<file path="src/rtl/rf_write_arbiter_if.sv">
// Register-file write arbiter bus: pipeline writeback, mul/div result port,
// mul/div issue tracking, decode hazard query and the register-file write port.
interface rf_write_arbiter_if;
   // Pipeline writeback stage
   logic        PIPE_WB_VALID;
   logic [4:0]  PIPE_WB_ADDR;
   logic [31:0] PIPE_WB_DATA;
   logic        PIPE_HOLD;
   // Mul/div result port
   logic        MD_RES_VALID;
   logic [4:0]  MD_RES_ADDR;
   logic [31:0] MD_RES_DATA;
   logic        MD_RES_READY;
   // Mul/div issue
   logic        MD_ISSUE_VALID;
   logic [4:0]  MD_ISSUE_RD;
   // Decode hazard query
   logic        DEC_VALID;
   logic [4:0]  DEC_RS1;
   logic [4:0]  DEC_RS2;
   logic [4:0]  DEC_RD;
   logic        DEC_STALL;
   // Register-file write port
   logic        RF_WRITE_EN;
   logic [4:0]  RF_INADDRESS;
   logic [31:0] RF_IN;

   // Core side: drives requests, receives grants/stall and the RF write port
   modport master (
      output PIPE_WB_VALID, PIPE_WB_ADDR, PIPE_WB_DATA,
      output MD_RES_VALID, MD_RES_ADDR, MD_RES_DATA,
      output MD_ISSUE_VALID, MD_ISSUE_RD,
      output DEC_VALID, DEC_RS1, DEC_RS2, DEC_RD,
      input  MD_RES_READY, DEC_STALL, PIPE_HOLD,
      input  RF_WRITE_EN, RF_INADDRESS, RF_IN
   );

   // Arbiter side
   modport slave (
      input  PIPE_WB_VALID, PIPE_WB_ADDR, PIPE_WB_DATA,
      input  MD_RES_VALID, MD_RES_ADDR, MD_RES_DATA,
      input  MD_ISSUE_VALID, MD_ISSUE_RD,
      input  DEC_VALID, DEC_RS1, DEC_RS2, DEC_RD,
      output MD_RES_READY, DEC_STALL, PIPE_HOLD,
      output RF_WRITE_EN, RF_INADDRESS, RF_IN
   );
endinterface

</file>
<file path="src/rtl/rf_write_arbiter.sv">
// Owns the single register-file write port. Arbitrates pipeline writeback
// against the mul/div result port with a starvation guard, registers the
// winning write, and tracks outstanding mul/div destinations for decode stalls.
module rf_write_arbiter #(
   parameter int unsigned STARVE_LIMIT = 4,   // 1..15 lost cycles before PIPE_HOLD
   parameter int unsigned CNT_W        = 4    // must hold STARVE_LIMIT
) (
   input logic               CLK,
   input logic               RESET,
   rf_write_arbiter_if.slave bus
);

   typedef enum logic {SRC_PIPE = 1'b0, SRC_MD = 1'b1} wr_src_e;

   localparam logic [CNT_W-1:0] LIMIT = CNT_W'(STARVE_LIMIT);

   logic [CNT_W-1:0] cnt_q,  cnt_d;
   logic [31:0]      busy_q, busy_d;
   logic             we_q,   we_d;
   logic [4:0]       addr_q, addr_d;
   logic [31:0]      data_q, data_d;
   wr_src_e          src_q,  src_d;

   logic pipe_hold;
   logic md_grant;
   logic pipe_grant;

   // Arbitration: MD wins when the pipeline is idle or MD has starved long enough
   always_comb begin
      pipe_hold  = bus.MD_RES_VALID & (cnt_q == LIMIT);
      md_grant   = bus.MD_RES_VALID & (pipe_hold | ~bus.PIPE_WB_VALID);
      pipe_grant = bus.PIPE_WB_VALID & ~md_grant;
   end

   assign bus.PIPE_HOLD    = pipe_hold;
   assign bus.MD_RES_READY = md_grant;

   // Starvation counter: counts consecutive lost cycles of a pending MD result
   always_comb begin
      // NOTE: every always_comb output gets a default first so no path infers a latch.
      cnt_d = '0;
      if (bus.MD_RES_VALID && !md_grant)
         cnt_d = (cnt_q == LIMIT) ? cnt_q : cnt_q + CNT_W'(1);
   end

   // Write staging: the granted request is registered; x0 targets are consumed silently
   always_comb begin
      we_d   = 1'b0;
      addr_d = addr_q;
      data_d = data_q;
      src_d  = src_q;
      if (md_grant) begin
         we_d   = |bus.MD_RES_ADDR;
         addr_d = bus.MD_RES_ADDR;
         data_d = bus.MD_RES_DATA;
         src_d  = SRC_MD;
      end else if (pipe_grant) begin
         we_d   = |bus.PIPE_WB_ADDR;
         addr_d = bus.PIPE_WB_ADDR;
         data_d = bus.PIPE_WB_DATA;
         src_d  = SRC_PIPE;
      end
   end

   // Scoreboard: retire on the edge that ends an MD-sourced write, issue sets (set wins)
   always_comb begin
      busy_d = busy_q;
      if (we_q && (src_q == SRC_MD))
         busy_d[addr_q] = 1'b0;
      if (bus.MD_ISSUE_VALID && (bus.MD_ISSUE_RD != 5'd0))
         busy_d[bus.MD_ISSUE_RD] = 1'b1;
   end

   // State registers with synchronous reset
   always_ff @(posedge CLK) begin
      if (RESET) begin
         // NOTE: the busy array is a handful of flops, not a RAM, so it is reset like any register.
         busy_q <= '0;
         cnt_q  <= '0;
         we_q   <= 1'b0;
         addr_q <= '0;
         data_q <= '0;
         src_q  <= SRC_PIPE;
      end else begin
         // NOTE: sequential state uses non-blocking assignments so every flop samples pre-edge values.
         busy_q <= busy_d;
         cnt_q  <= cnt_d;
         we_q   <= we_d;
         addr_q <= addr_d;
         data_q <= data_d;
         src_q  <= src_d;
      end
   end

   assign bus.RF_WRITE_EN  = we_q;
   assign bus.RF_INADDRESS = addr_q;
   assign bus.RF_IN        = data_q;

   // Busy registers stay visible through their final write cycle so reads never race the commit
   assign bus.DEC_STALL = bus.DEC_VALID &
                          (busy_q[bus.DEC_RS1] | busy_q[bus.DEC_RS2] | busy_q[bus.DEC_RD]);

endmodule

</file>
<file path="src/flat_wrapper.sv">
// flat-port wrapper written by rule: the top's interface ports become plain ports
module rf_write_arbiter_flat 
#(
   parameter int unsigned STARVE_LIMIT = 4,                                        
   parameter int unsigned CNT_W        = 4                             
)
  (CLK, RESET, bus_PIPE_WB_VALID, bus_PIPE_WB_ADDR, bus_PIPE_WB_DATA, bus_MD_RES_VALID, bus_MD_RES_ADDR, bus_MD_RES_DATA, bus_MD_ISSUE_VALID, bus_MD_ISSUE_RD, bus_DEC_VALID, bus_DEC_RS1, bus_DEC_RS2, bus_DEC_RD, bus_MD_RES_READY, bus_DEC_STALL, bus_PIPE_HOLD, bus_RF_WRITE_EN, bus_RF_INADDRESS, bus_RF_IN);
  rf_write_arbiter_if bus_i ();
  input logic CLK;
  input logic RESET;
  input wire logic [$bits(bus_i.PIPE_WB_VALID)-1:0] bus_PIPE_WB_VALID;
  input wire logic [$bits(bus_i.PIPE_WB_ADDR)-1:0] bus_PIPE_WB_ADDR;
  input wire logic [$bits(bus_i.PIPE_WB_DATA)-1:0] bus_PIPE_WB_DATA;
  input wire logic [$bits(bus_i.MD_RES_VALID)-1:0] bus_MD_RES_VALID;
  input wire logic [$bits(bus_i.MD_RES_ADDR)-1:0] bus_MD_RES_ADDR;
  input wire logic [$bits(bus_i.MD_RES_DATA)-1:0] bus_MD_RES_DATA;
  input wire logic [$bits(bus_i.MD_ISSUE_VALID)-1:0] bus_MD_ISSUE_VALID;
  input wire logic [$bits(bus_i.MD_ISSUE_RD)-1:0] bus_MD_ISSUE_RD;
  input wire logic [$bits(bus_i.DEC_VALID)-1:0] bus_DEC_VALID;
  input wire logic [$bits(bus_i.DEC_RS1)-1:0] bus_DEC_RS1;
  input wire logic [$bits(bus_i.DEC_RS2)-1:0] bus_DEC_RS2;
  input wire logic [$bits(bus_i.DEC_RD)-1:0] bus_DEC_RD;
  output wire logic [$bits(bus_i.MD_RES_READY)-1:0] bus_MD_RES_READY;
  output wire logic [$bits(bus_i.DEC_STALL)-1:0] bus_DEC_STALL;
  output wire logic [$bits(bus_i.PIPE_HOLD)-1:0] bus_PIPE_HOLD;
  output wire logic [$bits(bus_i.RF_WRITE_EN)-1:0] bus_RF_WRITE_EN;
  output wire logic [$bits(bus_i.RF_INADDRESS)-1:0] bus_RF_INADDRESS;
  output wire logic [$bits(bus_i.RF_IN)-1:0] bus_RF_IN;
  assign bus_i.PIPE_WB_VALID = bus_PIPE_WB_VALID;
  assign bus_i.PIPE_WB_ADDR = bus_PIPE_WB_ADDR;
  assign bus_i.PIPE_WB_DATA = bus_PIPE_WB_DATA;
  assign bus_i.MD_RES_VALID = bus_MD_RES_VALID;
  assign bus_i.MD_RES_ADDR = bus_MD_RES_ADDR;
  assign bus_i.MD_RES_DATA = bus_MD_RES_DATA;
  assign bus_i.MD_ISSUE_VALID = bus_MD_ISSUE_VALID;
  assign bus_i.MD_ISSUE_RD = bus_MD_ISSUE_RD;
  assign bus_i.DEC_VALID = bus_DEC_VALID;
  assign bus_i.DEC_RS1 = bus_DEC_RS1;
  assign bus_i.DEC_RS2 = bus_DEC_RS2;
  assign bus_i.DEC_RD = bus_DEC_RD;
  assign bus_MD_RES_READY = bus_i.MD_RES_READY;
  assign bus_DEC_STALL = bus_i.DEC_STALL;
  assign bus_PIPE_HOLD = bus_i.PIPE_HOLD;
  assign bus_RF_WRITE_EN = bus_i.RF_WRITE_EN;
  assign bus_RF_INADDRESS = bus_i.RF_INADDRESS;
  assign bus_RF_IN = bus_i.RF_IN;
  rf_write_arbiter #(.STARVE_LIMIT(STARVE_LIMIT), .CNT_W(CNT_W)) u_core (.CLK(CLK), .RESET(RESET), .bus(bus_i));
endmodule
</file>
<file path="config.mk">
export PLATFORM = sky130hd
export DESIGN_NAME = rf_write_arbiter_flat
export DESIGN_NICKNAME = d
export VERILOG_FILES = /design/src/rtl/rf_write_arbiter_if.sv /design/src/rtl/rf_write_arbiter.sv /design/src/flat_wrapper.sv
export SDC_FILE = /design/constraint.sdc
export NUM_CORES = 1
export LEC_CHECK = 0
export ABC_AREA = 1
export CAP_MARGIN = 20
export CORE_MARGIN = 10
export CORE_UTILIZATION = 30
export CTS_BUF_LIST = sky130_fd_sc_hd__clkbuf_8 sky130_fd_sc_hd__clkbuf_16
export DETAILED_ROUTE_END_ITERATION = 10
export SETUP_SLACK_MARGIN = 0.1
export SLEW_MARGIN = 25
export SYNTH_ARGS = -nofsm -noshare
export SYNTH_HDL_FRONTEND = slang
export SYNTH_SLANG_ARGS = --single-unit
</file>
<file path="constraint.sdc">
create_clock -name CLK -period 2.95 [get_ports CLK]
set_input_delay 0.885 -clock CLK [delete_from_list [all_inputs] [get_ports CLK]]
set_output_delay 0.885 -clock CLK [all_outputs]
set_load 0.03 [all_outputs]
</file>
Word-level counts from Yosys, hierarchy flattened
Cells that the tools add are included.

$add $sub $neg: 1. Order comparisons: 7. Equal/unequal tests: 1. Muxes and demuxes: 20. Bitwise logic cells: 13. Reduce and logical (&&, ||, !) cells: 11.

Operators with widths (count): $mux W32 (4); $and A32 B32 Y32 (1); $not A32 Y32 (1); $or A32 B32 Y32 (1); $lt A5 B6 Y1 const B (5); $bmux W1 S5 (3); $demux W1 S5 (2); $ge A5 B1 Y1 const B (2); $mux W5 (2); $reduce_or A5 Y1 (2); $mux W1 (9); $logic_and A1 B1 Y1 (5); $reduce_bool A5 Y1 (1); $add A4 B1 Y4 const B (1); $and A1 B1 Y1 (4); $eq A4 B3 Y1 const B (1); $not A1 Y1 (3); $or A1 B1 Y1 (3); $reduce_bool A2 Y1 (1); $reduce_or A2 Y1 (1); $logic_not A1 Y1 (1).

Flip-flop bits (word level): 75. Input port bits: 100. Output and inout port bits: 41. Word-level logic and storage cells: 59.

Logic depth before layout (Yosys ltp)
Depth in word-level cells: 9. Depth in mapped cells: 13. Gate-level depth less buffers: 11.

Worst setup path after synthesis
No wires, ideal clock.

Kind: input-to-output. Start: in bus_DEC_RS2[0]. End: out bus_DEC_STALL. Arrival: 2214 ps. Data required time: 2065 ps. Setup slack: -149 ps. Cell stages on the path: 12. Buffers on the path: 2. Cells stage by stage: buf_2 inv_1 buf_4 nand2_1 nand3_1 nand3_1 nand2_1 nand2_1 nand3_1 nand2_1 nor2_1 a21oi_1.

Longest elaborated chain between the ends: 5.

RTL lines: start, declared (line flat_wrapper.sv:21) `input wire logic [$bits(bus_i.DEC_RS2)-1:0] bus_DEC_RS2;`; $bmux W1 S5 (line rf_write_arbiter.sv:101) `(busy_q[bus.DEC_RS1] | busy_q[bus.DEC_RS2] | busy_q[bus.DEC_RD]);`; $mux W1 (implied by the code) (line rf_write_arbiter.sv:101); $or A1 B1 Y1 (2 in series) (line rf_write_arbiter.sv:101); $and A1 B1 Y1 (line rf_write_arbiter.sv:100) `assign bus.DEC_STALL = bus.DEC_VALID &`; end, declared (line flat_wrapper.sv:24) `output wire logic [$bits(bus_i.DEC_STALL)-1:0] bus_DEC_STALL;`.

No other way between the ends. The select of a mux whose other input is x is not followed.

Final worst setup path
Ends and elaborated chain as after synthesis.

==> qor.txt <==
Layout cell share with drive strength beyond 1 = 0.123
Die width = 142 µm
Period utilization = 0.964
Vias = 5,184
Startpoint types = primary input
Synthesized Nets = 808
Hold Crit Depth = 2
Top_reg_cell synth = dfxtp_1
# fillers = 1,494
IO Port Bufs = 140
Clock buffer depth = 2
Hold_sp = u_core.busy_q[0]$_SDFF_PP0_
Max-slew headroom = 0.668
Drt initial violations = 423
Pins Over Slew Limit = 0
Largest net degree at the start of global routing = 68
H-Tree Depth = 3
Static Leak = 2.81 nW
CTS Root Cell = clkbuf_16
CTS clk-pin slew, worst paths = 70 ps
Flop2flop setup slack = 780 ps
Initial antenna violation count = 0
Final hold slack = 478 ps
F_max = 352 MHz
Unrepaired setup endpoints after global routing = yes
Avg Vias per Cell = 4.98
Inst Count DP = 1,018
Avg Cell Area, Syn = 6.32 µm²
Final Instance Count excl. Fillers = 1,040
Post-Syn Area = 4460 µm²
HP Class = reg -> reg
Count of cell types in the netlist = 27
Hold Path Sink = u_core.busy_q[0]$_SDFF_PP0_
Post-Syn Instances = 706
WL per Instance = 16.5 µm
Pwr/cell area = 426 nW/µm²
Initial Utilization = 0.307
Warnings, synthesis = 0
CTS Buf Count = 9
Diode count = 0
WP data required = 2070 ps
FF/Latch Area = 1500 µm²
First-pass GRT wire length = 26,800 µm
Die ar. = 20,200 µm²
FF-to-FF End = u_core.bus.RF_IN[20]$_SDFFE_PP0P_
Clk_skew = 10.2 ps
Status = complete, no violations
Final Hold Fails = 0
Post-route cell area = 6670 µm²
Post-synth EDFFs = 0
TritonCTS Sinks = 75
Slew of the pin with the lowest slew margin = 494 ps
Area delta synth->final = 49.3%
Number of core rows = 44
Critical path class = in -> out
CTS tree = yes
Worst setup EP type = primary output
RD Place Congestion = 0.928
Worst IR drop on VDD = 0.000211 V
Die Y-Extent = 142 µm
Ys async rst share = 0
Seq/Total Area, Yosys = 0.336
Crit-path max FO = 6
R2r startpoint = u_core.cnt_q[0]$_SDFFE_PP0P_
Max Cap Viol = 0
Setup TNS = 0 ps
NumNets Final = 953
Layout Utilization = 0.459
Area of the multi-input gates = 2510 µm²
DRT Wirelength = 17,100 µm
Global Route Usage Sum = 0.166
Number of global-route vias before repair = 5,064
# DRC = 0
Final setup fails = 0
Worst Path Arrival = 1960 ps
#FFs+latches synth = 75
Hpwl dp = 12,400 µm
Placed cell areas = 6090 µm²
Clk Latency, worst-skew pair = 340 ps
First-pass DRT Iterations = 5
Top Ports = 141
GR Overflow Total = 0
Core outline area = 14,500 µm²
Antenna Nets Post-Route = 0
Post-layout min period = 2840 ps
Worst reg-to-reg path cell count = 12
power by group:
part           internal, mW  switching [mW]  total, mW  leakage (nW)
clock                 0.584           0.466       1.05         0.139
combinational         0.321           0.367      0.688          2.05
sequential             1.06          0.0399       1.10         0.615
total                  1.97           0.874       2.84          2.81
synthesized netlist by cell type (3+ instances only):
cell type	count	area share
a21oi_1	41	0.046
nor3_1	13	0.015
buf_4	5	0.0084
o21ai_0	59	0.066
buf_2	13	0.015
nand2_1	196	0.16
inv_2	3	0.0025
nand3_1	119	0.13
inv_1	92	0.077
dfxtp_1	75	0.34
o211ai_1	33	0.055
nor2_1	5	0.0042
clkbuf_1	9	0.0076
buf_1	3	0.0025
nand4_1	3	0.0042
o21ai_1	18	0.020
buf_6	7	0.018
critical path: stages:
cell and delay [ps]:
buf_12 120, buf_6 130, o21ai_2 120, nand2_1 50
nand3_1 60, nand2_1 50, nand2_1 70, nand3_2 60
nand2_2 100, nor2_4 40, a21oi_4 130, buf_6 140
state kept, by name, summed over array words and instances (netlist names):
register,flops
u_core.bus.RF_IN,32
u_core.bus.RF_INADDRESS,5
u_core.bus.RF_WRITE_EN,1
u_core.busy_q,32
u_core.cnt_q,4
u_core.src_q,1
metrics by stage:
step | worst slack [ps] | power (mW)
3_5_place_dp | -449 | 1.77
4_1_cts | 88.0 | 2.85
2_1_floorplan | 124 | 1.46
6_report | 107 | 2.84
5_1_grt | 33.7 | 2.97
3_3_place_gp | -437 | 1.77
worst max path at each step:
stage | startpoint | end | slack (ps) | depth (start not counted)
after floorplan | bus_DEC_RD[0] | bus_DEC_STALL | 120 | 13
after global placement | bus_DEC_RS2[0] | bus_DEC_STALL | -440 | 12
after detailed placement | bus_DEC_RS2[0] | bus_DEC_STALL | -450 | 12
after CTS | bus_DEC_RS1[1] | bus_DEC_STALL | 90 | 10
after global routing | bus_DEC_RS2[0] | bus_DEC_STALL | 30 | 12
final | bus_DEC_RS2[0] | bus_DEC_STALL | 110 | 12
cell usage in the layout, fill, tap and decap left out, types with 3 or more instances in the layout:
cell type,instances
buf_12,4
nor2_1,4
nand3_1,106
inv_2,8
o21ai_2,3
nand2_2,12
o21ai_0,56
buf_6,12
dfxtp_1,75
buf_4,19
nand4_1,3
a21oi_1,38
inv_1,83
nand2_1,184
inv_6,3
nand3_2,13
o211ai_1,33
clkdlybuf4s50_1,124
nor3_1,13
o21ai_1,19
dlygate4sd2_1,3
clkbuf_16,10
logic make-up after synthesis:
family | count (synthesis) | share of synthesized area
compound gates | 155 | 0.195
buf+inv | 134 | 0.132
xor+xnor | 1 | 0.00196
flops | 75 | 0.336
fa+ha+maj | 2 | 0.00560
simple gates | 339 | 0.329
area by class of cell:
type                       instances  share of cell area
multi-input combinational        497               0.376
timing repair buffer             171               0.261
tap                              184              0.0345
clock inverter                     7             0.00882
sequential                        75               0.225
inverter                          97              0.0606
clock buffer                       9              0.0338
what timing repair did:
action,in CTS,in global routing
pin swaps,8,33
gates cloned,2,2
hold buffers,0,0
gates resized for setup,74,44
endpoints found under the setup margin,2,2
buffers inserted,1,1
metal layers:
metal  global-route usage  routed length (µm)  up-vias
li1                     -                   -     2635
met4               0.0780                 590        0
met1                0.198                7130     2284
met5                    0                   0        -
met3               0.0674                1960       40
met2                0.255                7470      225
No activity file was read; power rests on OpenSTA's default activity.
